`src/rtl/result_dump_streamer_pkg.sv`:
```
// Shared definitions for the result dump streamer: FSM encoding, the UART byte
// width and helpers that size the word serializer.
package result_dump_streamer_pkg;

  // Width of one symbol handed to the UART transmitter.
  localparam int UART_BYTE_W = 8;

  // Dump sequencer states.
  typedef enum logic [2:0] {
    ST_IDLE    = 3'd0,
    ST_READ    = 3'd1,
    ST_CAPTURE = 3'd2,
    ST_SEND    = 3'd3,
    ST_FINISH  = 3'd4
  } state_e;

  // Number of UART bytes needed to carry one data-memory word.
  function automatic int calc_bytes(input int data_width);
    return (data_width + UART_BYTE_W - 1) / UART_BYTE_W;
  endfunction

  // Index width for a counter over n items; never narrower than one bit.
  function automatic int calc_idx_w(input int n);
    return (n > 1) ? $clog2(n) : 1;
  endfunction

endpackage

```
`src/rtl/result_dump_streamer_if.sv`:
```
// Bus bundle between the dump streamer, the data-memory read port and the
// UART transmitter.
//
// Handshake rules on the tx side: a byte moves when tx_valid && tx_ready are
// both high at a rising clk edge. Once tx_valid is raised, tx_valid and
// tx_data stay unchanged until that transfer happens (reset excepted).
// The memory side is a plain synchronous read: mem_rdata belongs to the
// mem_addr presented one cycle earlier with mem_rd_en high.
interface result_dump_streamer_if #(
  parameter int DATA_WIDTH = 12,
  parameter int ADDR_WIDTH = 12
);
  import result_dump_streamer_pkg::*;

  logic                   mem_rd_en;
  logic [ADDR_WIDTH-1:0]  mem_addr;
  logic [DATA_WIDTH-1:0]  mem_rdata;
  logic [UART_BYTE_W-1:0] tx_data;
  logic                   tx_valid;
  logic                   tx_ready;

  // Streamer side: issues reads, produces bytes.
  modport master (
    output mem_rd_en,
    output mem_addr,
    input  mem_rdata,
    output tx_data,
    output tx_valid,
    input  tx_ready
  );

  // Environment side: memory and UART transmitter.
  modport slave (
    input  mem_rd_en,
    input  mem_addr,
    output mem_rdata,
    input  tx_data,
    input  tx_valid,
    output tx_ready
  );

endinterface

```
`src/rtl/result_dump_streamer_rising_edge_detect.sv`:
```
// Registered rising-edge detector. The previous-level flop resets to
// RESET_VAL, so with RESET_VAL=1 a level that is already high when reset
// releases is not reported as an edge.
module rising_edge_detect #(
  parameter logic RESET_VAL = 1'b0
) (
  input  logic clk,
  input  logic rst,
  input  logic level,
  output logic pulse
);

  logic level_q;
  logic level_d;

  // Next value of the delayed copy is simply the current level.
  always_comb begin
    level_d = level;
  end

  // Delayed copy of the level, reset to the configured value.
  always_ff @(posedge clk) begin
    if (rst) begin
      level_q <= RESET_VAL;
    end else begin
      level_q <= level_d;
    end
  end

  // High for the cycle in which the level is high but was low before.
  always_comb begin
    pulse = level & ~level_q;
  end

endmodule

```
`src/rtl/result_dump_streamer.sv`:
```
// Result dump streamer: after the processor signals completion, reads a
// fixed window of data-memory words and streams each one little-endian,
// byte by byte, toward the UART transmitter.
module result_dump_streamer
  import result_dump_streamer_pkg::*;
#(
  parameter int DATA_WIDTH = 12,
  parameter int ADDR_WIDTH = 12,
  parameter int START_ADDR = 0,
  parameter int WORD_COUNT = 16
) (
  input  logic                   clk,
  input  logic                   rst,
  input  logic                   processDone,
  result_dump_streamer_if.master bus,
  output logic                   dump_busy,
  output logic                   dump_done,
  output state_e                 state_dbg
);

  localparam int BYTES  = calc_bytes(DATA_WIDTH);
  localparam int BIDX_W = calc_idx_w(BYTES);
  localparam int WORD_W = BYTES * UART_BYTE_W;
  // One extra bit so a full 2**ADDR_WIDTH window can be counted.
  localparam int WIDX_W = ADDR_WIDTH + 1;

  localparam logic [WIDX_W-1:0]     LAST_WORD =
    WIDX_W'((WORD_COUNT > 0) ? (WORD_COUNT - 1) : 0);
  localparam logic [BIDX_W-1:0]     LAST_BYTE = BIDX_W'(BYTES - 1);
  localparam logic [ADDR_WIDTH-1:0] START     = ADDR_WIDTH'(START_ADDR);
  localparam bit                    NO_WORDS  = (WORD_COUNT == 0);

  state_e              state_q,    state_d;
  logic [WIDX_W-1:0]   word_idx_q, word_idx_d;
  logic [BIDX_W-1:0]   byte_idx_q, byte_idx_d;
  logic [WORD_W-1:0]   word_reg_q, word_reg_d;
  logic [WORD_W-1:0]   word_shifted;
  logic                trigger;

  // processDone rising edge; the delayed copy resets high so a level that
  // is already asserted out of reset does not start a dump.
  rising_edge_detect #(
    .RESET_VAL (1'b1)
  ) u_done_edge (
    .clk   (clk),
    .rst   (rst),
    .level (processDone),
    .pulse (trigger)
  );

  // Sequencer: next state plus word/byte bookkeeping.
  always_comb begin
    state_d    = state_q;
    word_idx_d = word_idx_q;
    byte_idx_d = byte_idx_q;
    word_reg_d = word_reg_q;

    unique case (state_q)
      ST_IDLE: begin
        // Edges seen in any other state are simply dropped.
        if (trigger) begin
          word_idx_d = '0;
          byte_idx_d = '0;
          state_d    = NO_WORDS ? ST_FINISH : ST_READ;
        end
      end

      ST_READ: begin
        // The read strobe is issued in this state; data returns next cycle.
        state_d = ST_CAPTURE;
      end

      ST_CAPTURE: begin
        // Zero-extend so the padding bits of the top byte read as zero.
        word_reg_d = WORD_W'(bus.mem_rdata);
        byte_idx_d = '0;
        state_d    = ST_SEND;
      end

      ST_SEND: begin
        if (bus.tx_ready) begin
          if (byte_idx_q != LAST_BYTE) begin
            // Next byte is presented straight away, no idle cycle.
            byte_idx_d = byte_idx_q + BIDX_W'(1);
          end else if (word_idx_q == LAST_WORD) begin
            state_d = ST_FINISH;
          end else begin
            word_idx_d = word_idx_q + WIDX_W'(1);
            state_d    = ST_READ;
          end
        end
      end

      ST_FINISH: begin
        // Park the address back at the window start between dumps.
        word_idx_d = '0;
        byte_idx_d = '0;
        state_d    = ST_IDLE;
      end

      default: begin
        state_d    = ST_IDLE;
        word_idx_d = '0;
        byte_idx_d = '0;
      end
    endcase
  end

  // State and datapath registers with synchronous reset.
  always_ff @(posedge clk) begin
    if (rst) begin
      state_q    <= ST_IDLE;
      word_idx_q <= '0;
      byte_idx_q <= '0;
      word_reg_q <= '0;
    end else begin
      state_q    <= state_d;
      word_idx_q <= word_idx_d;
      byte_idx_q <= byte_idx_d;
      word_reg_q <= word_reg_d;
    end
  end

  // Output decode: everything is a function of the registered state, so
  // tx_data/tx_valid cannot move while a byte waits for tx_ready.
  always_comb begin
    word_shifted  = word_reg_q >> {byte_idx_q, 3'b000};
    bus.mem_rd_en = (state_q == ST_READ);
    // Address wraps modulo 2**ADDR_WIDTH by truncation.
    bus.mem_addr  = START + word_idx_q[ADDR_WIDTH-1:0];
    bus.tx_valid  = (state_q == ST_SEND);
    bus.tx_data   = (state_q == ST_SEND) ? word_shifted[UART_BYTE_W-1:0]
                                         : '0;
    dump_busy     = (state_q == ST_READ) || (state_q == ST_CAPTURE) ||
                    (state_q == ST_SEND);
    dump_done     = (state_q == ST_FINISH);
    state_dbg     = state_q;
  end

endmodule

```
`src/flat_wrapper.sv`:
```
// flat-port wrapper written by rule: the top's interface ports become plain ports
module result_dump_streamer_flat import result_dump_streamer_pkg::*;
#(
  parameter int DATA_WIDTH = 12,
  parameter int ADDR_WIDTH = 12,
  parameter int START_ADDR = 0,
  parameter int WORD_COUNT = 16
)
  (clk, rst, processDone, dump_busy, dump_done, state_dbg, bus_mem_rd_en, bus_mem_addr, bus_mem_rdata, bus_tx_data, bus_tx_valid, bus_tx_ready);
  result_dump_streamer_if #(.DATA_WIDTH(DATA_WIDTH), .ADDR_WIDTH(ADDR_WIDTH)) bus_i ();
  input  logic clk;
  input  logic rst;
  input  logic processDone;
  output logic dump_busy;
  output logic dump_done;
  output state_e state_dbg;
  output wire logic [$bits(bus_i.mem_rd_en)-1:0] bus_mem_rd_en;
  output wire logic [$bits(bus_i.mem_addr)-1:0] bus_mem_addr;
  input wire logic [$bits(bus_i.mem_rdata)-1:0] bus_mem_rdata;
  output wire logic [$bits(bus_i.tx_data)-1:0] bus_tx_data;
  output wire logic [$bits(bus_i.tx_valid)-1:0] bus_tx_valid;
  input wire logic [$bits(bus_i.tx_ready)-1:0] bus_tx_ready;
  assign bus_mem_rd_en = bus_i.mem_rd_en;
  assign bus_mem_addr = bus_i.mem_addr;
  assign bus_i.mem_rdata = bus_mem_rdata;
  assign bus_tx_data = bus_i.tx_data;
  assign bus_tx_valid = bus_i.tx_valid;
  assign bus_i.tx_ready = bus_tx_ready;
  result_dump_streamer #(.DATA_WIDTH(DATA_WIDTH), .ADDR_WIDTH(ADDR_WIDTH), .START_ADDR(START_ADDR), .WORD_COUNT(WORD_COUNT)) u_core (.clk(clk), .rst(rst), .processDone(processDone), .bus(bus_i), .dump_busy(dump_busy), .dump_done(dump_done), .state_dbg(state_dbg));
endmodule
```
`config.mk`:
```
export PLATFORM = sky130hd
export DESIGN_NAME = result_dump_streamer_flat
export DESIGN_NICKNAME = d
export VERILOG_FILES = /design/src/rtl/result_dump_streamer_pkg.sv /design/src/rtl/result_dump_streamer_if.sv /design/src/rtl/result_dump_streamer_rising_edge_detect.sv /design/src/rtl/result_dump_streamer.sv /design/src/flat_wrapper.sv
export SDC_FILE = /design/constraint.sdc
export NUM_CORES = 1
export LEC_CHECK = 0
export BUFFER_PORTS_ARGS = -buffer_cell sky130_fd_sc_hd__buf_2
export CAP_MARGIN = 20
export CORE_MARGIN = 10
export CORE_UTILIZATION = 35
export DETAILED_ROUTE_END_ITERATION = 8
export GPL_TIMING_DRIVEN = 0
export PLACE_DENSITY = 0.63
export SYNTH_ARGS = -nofsm -noshare
export SYNTH_HDL_FRONTEND = slang
export SYNTH_HIERARCHICAL = 1
export SYNTH_SLANG_ARGS = --single-unit
```
`constraint.sdc`:
```
create_clock -name clk -period 5.4 [get_ports clk]
set_input_delay 1.62 -clock clk [delete_from_list [all_inputs] [get_ports clk]]
set_output_delay 1.62 -clock clk [all_outputs]
set_load 0.02 [all_outputs]
```
==> key figures <==
Status
  • Outcome: finished clean

Worst setup path
  • CP max FO: 10
  • Worst R2R Start: u_core/word_idx_q[1]
  • Reg2Reg Setup Slack: 3520 ps
  • Setup CP Type: reg2out
  • CP Launch Type: flop
  • FF-to-FF End: u_core/word_idx_q[10]
  • Worst EP arrival: 1780 ps
  • CP endpoint kind: output port
  • Worst reg2reg path depth: 6
  • Critical Path RT: 3780 ps

Die
  • Core ar.: 4660 µm²
  • Die area: 7920 µm²
  • Num rows: 25
  • Die Height: 89.0 µm
  • Chip Width: 89.0 µm
  • Io pins: 43
  • Initial Utilization: 35.8%

Clocking
  • Post-CTS sizing: 0
  • Postcts setup bufs: 0
  • Clock Tree Buf Depth: 2
  • CTS buffer count: 5
  • Hold buffer count at cts: 0
  • CTS tree: built
  • H-tree levels: 2
  • Sink count of the clock tree: 30
  • Root Driver: clkbuf_8
  • Clock transition at path regs: 60 ps
  • Clock Latency Late Sink: 280 ps

Yosys
  • Synth Net Count: 196
  • Ranking of synthesized cells by area: dfxtp_1 (36%), mux2i_1 (9.6%), buf_4 (6.3%)
  • Seq/Total Area, Yosys: 36.0%
  • Synth warn: 6
  • Count of flip-flops with a built-in enable after synthesis: 0
  • Top-area cell type share of the netlist area: 36.0%
  • Synth cell count leaders: dfxtp_1 (30), nor2_1 (23), mux2i_1 (16), buf_4 (14), nand3_1 (9)
  • Yosys top cell by area: dfxtp_1
  • Cells after synthesis: 179
  • Ys flop type: dfxtp_1
  • Cell Area, Synth: 1670 µm²
  • Synthesized area per cell: 9.31 µm²
  • Synth cell types: 45
  • Yosys reg bits: 30
  • Most common cell in the netlist: dfxtp_1
  • Async SR Flop Fraction: 0%

GRT
  • First-pass GRT wire length: 6360 µm
  • GRT Util Overall: 10.1%
  • Vias in the first global route: 1,323
  • GRT overflow: 0
  • Antenna violations before repair: 0
  • Largest net degree at the start of global routing: 11

Routing
  • Drt drc: 0
  • 1st-pass router iterations: 4
  • Number of nets with antenna violations after routing: 0
  • Total routed wirelength: 4040 µm
  • DR vias/cell: 5.22
  • Initial drt markers: 55
  • Vias: 1,471
  • Routed len/inst: 14.3 µm

Placement
  • Hpwl dp: 2970 µm
  • Final Wtd Congestion: 0.812
  • DP Area: 1940 µm²
  • Port bufs: 42

STA
  • Post-Route Setup TNS: 0 ps
  • Final setup fails: 0
  • Relative slew margins: 55.8%
  • Hold Fails Final Rpt: 0
  • Final Cycle Share: 62.9%
  • Fmax: 294 MHz
  • Slew @ Worst Pin: 662 ps
  • RSZ-0062 raised after global routing: no
  • Min cycle time layout: 3400 ps
  • Slew Limit Fails: 0
  • Worst Clk Skew: 3.73 ps

Min path
  • Hold path startpoint: u_core/word_reg_q[5]
  • Hold/Removal Path Class: reg2reg
  • Hold Path End: u_core/word_reg_q[5]
  • Min-Delay Path Depth: 2

Cells and area
  • Area grow syn2layout: 21.4%
  • Share of cells above drive strength 1: 36.0%
  • Final instance area: 2020 µm²
  • Diodes inserted: 0
  • Nets@finish: 245
  • Fill count: 487

Pwr
  • Total power: 0.438 mW
  • Sw frac: 24.6%
  • LEAKAGE: 0.882 nW
  • Internal power: 0.330 mW
  • Sw power: 0.108 mW
  • Peak supply drop: 104 µV
  • Seq pwr share: 52.3%
  • Logic gate share of total power: 9.2%
  • Clk pwr share: 38.5%
  • Power per standard cell area: 216 nW/µm²

Job
  • Max-cap viol count: 0
-- layout make-up --
type	count	area [µm²]	share of cell area, %
Timing Repair Buffer	42	210	10.4
Multi-Input combinational cell	120	885	43.7
Inverter	4	15.0	0.742
Buffer	25	166	8.23
Clock inverter	2	10.0	0.495
Sequential cell	30	601	29.7
Tap cell	54	67.6	3.34
Clock buffer	5	68.8	3.40
-- metrics by stage --
stage	worst slack (ps)	cells	hold slack [ps]	utilization, %
finish	2000	282	489	43.4
global route	1850	282	530	43.4
CTS	1940	282	496	43.4
detailed placement	2260	275	480	41.7
global placement	2280	275	469	41.7
floorplan	2460	179	452	-
-- sequential cells by signal (all words and copies together) (netlist names) --
signal                      count
u_core/word_reg_q              12
u_core/u_done_edge/level_q      1
u_core/byte_idx_q               1
u_core/state_dbg                3
u_core/word_idx_q              13
-- worst max-delay path by stage --
stage                        startpoint              to  slack, ps  depth (start not counted)
floorplan           u_core/state_dbg[0]  bus_tx_data[4]       2460                          5
global placement    u_core/state_dbg[2]  bus_tx_data[7]       2280                          6
detailed placement  u_core/state_dbg[2]  bus_tx_data[6]       2260                          6
CTS                 u_core/state_dbg[2]  bus_tx_data[6]       1940                          6
global route        u_core/state_dbg[2]  bus_tx_data[4]       1850                          6
finish              u_core/state_dbg[2]  bus_tx_data[7]       2000                          6
-- critical path, cell delays in order, from the launching register on --
cell and delay (ps):
dfxtp_1 340, buf_6 130, nand3b_2 140, clkbuf_1 400
nor2_1 140, and2_1 190, buf_2 150
-- cells by family after synthesis --
family	Yosys count	share of synthesized area, %
and+or+nand+nor	69	24.7
AOI/OAI and AO/OA	33	17.3
DFF	30	36.0
buffers and inverters	29	10.9
muxes	17	10.3
adders and majority gates	1	0.751
-- placed cells by master (no fill, tap or decap), types with 5 or more instances in the layout --
| cell type | n |
|---|---|
| a21oi_1 | 5 |
| and2_1 | 8 |
| buf_2 | 46 |
| buf_4 | 14 |
| clkbuf_8 | 5 |
| dfxtp_1 | 30 |
| mux2i_1 | 16 |
| nand3_1 | 9 |
| nand4_1 | 6 |
| nor2_1 | 23 |
| o311ai_0 | 6 |
| o41ai_1 | 6 |
-- per-layer routing --
layer | vias up | routed length (µm) | track usage, % | part of all wire, %
met3 | 5 | 312 | 4.19 | 7.7
li1 | 751 | - | - | -
met2 | 36 | 1800 | 15.4 | 45
met5 | - | 0 | 0 | 0
met1 | 679 | 1860 | 12.5 | 46
met4 | 0 | 69 | 3.90 | 1.7
-- power groups by stage --
stage	Sequential (mW)	Combinational [mW]	Clock [mW]
5_1_grt	0.230	0.0449	0.182
2_1_floorplan	0.235	0.0261	0
3_5_place_dp	0.234	0.0408	0
6_report	0.229	0.0404	0.168
4_1_cts	0.229	0.0408	0.174
3_3_place_gp	0.234	0.0403	0
Power figures use the tool's default switching activity.
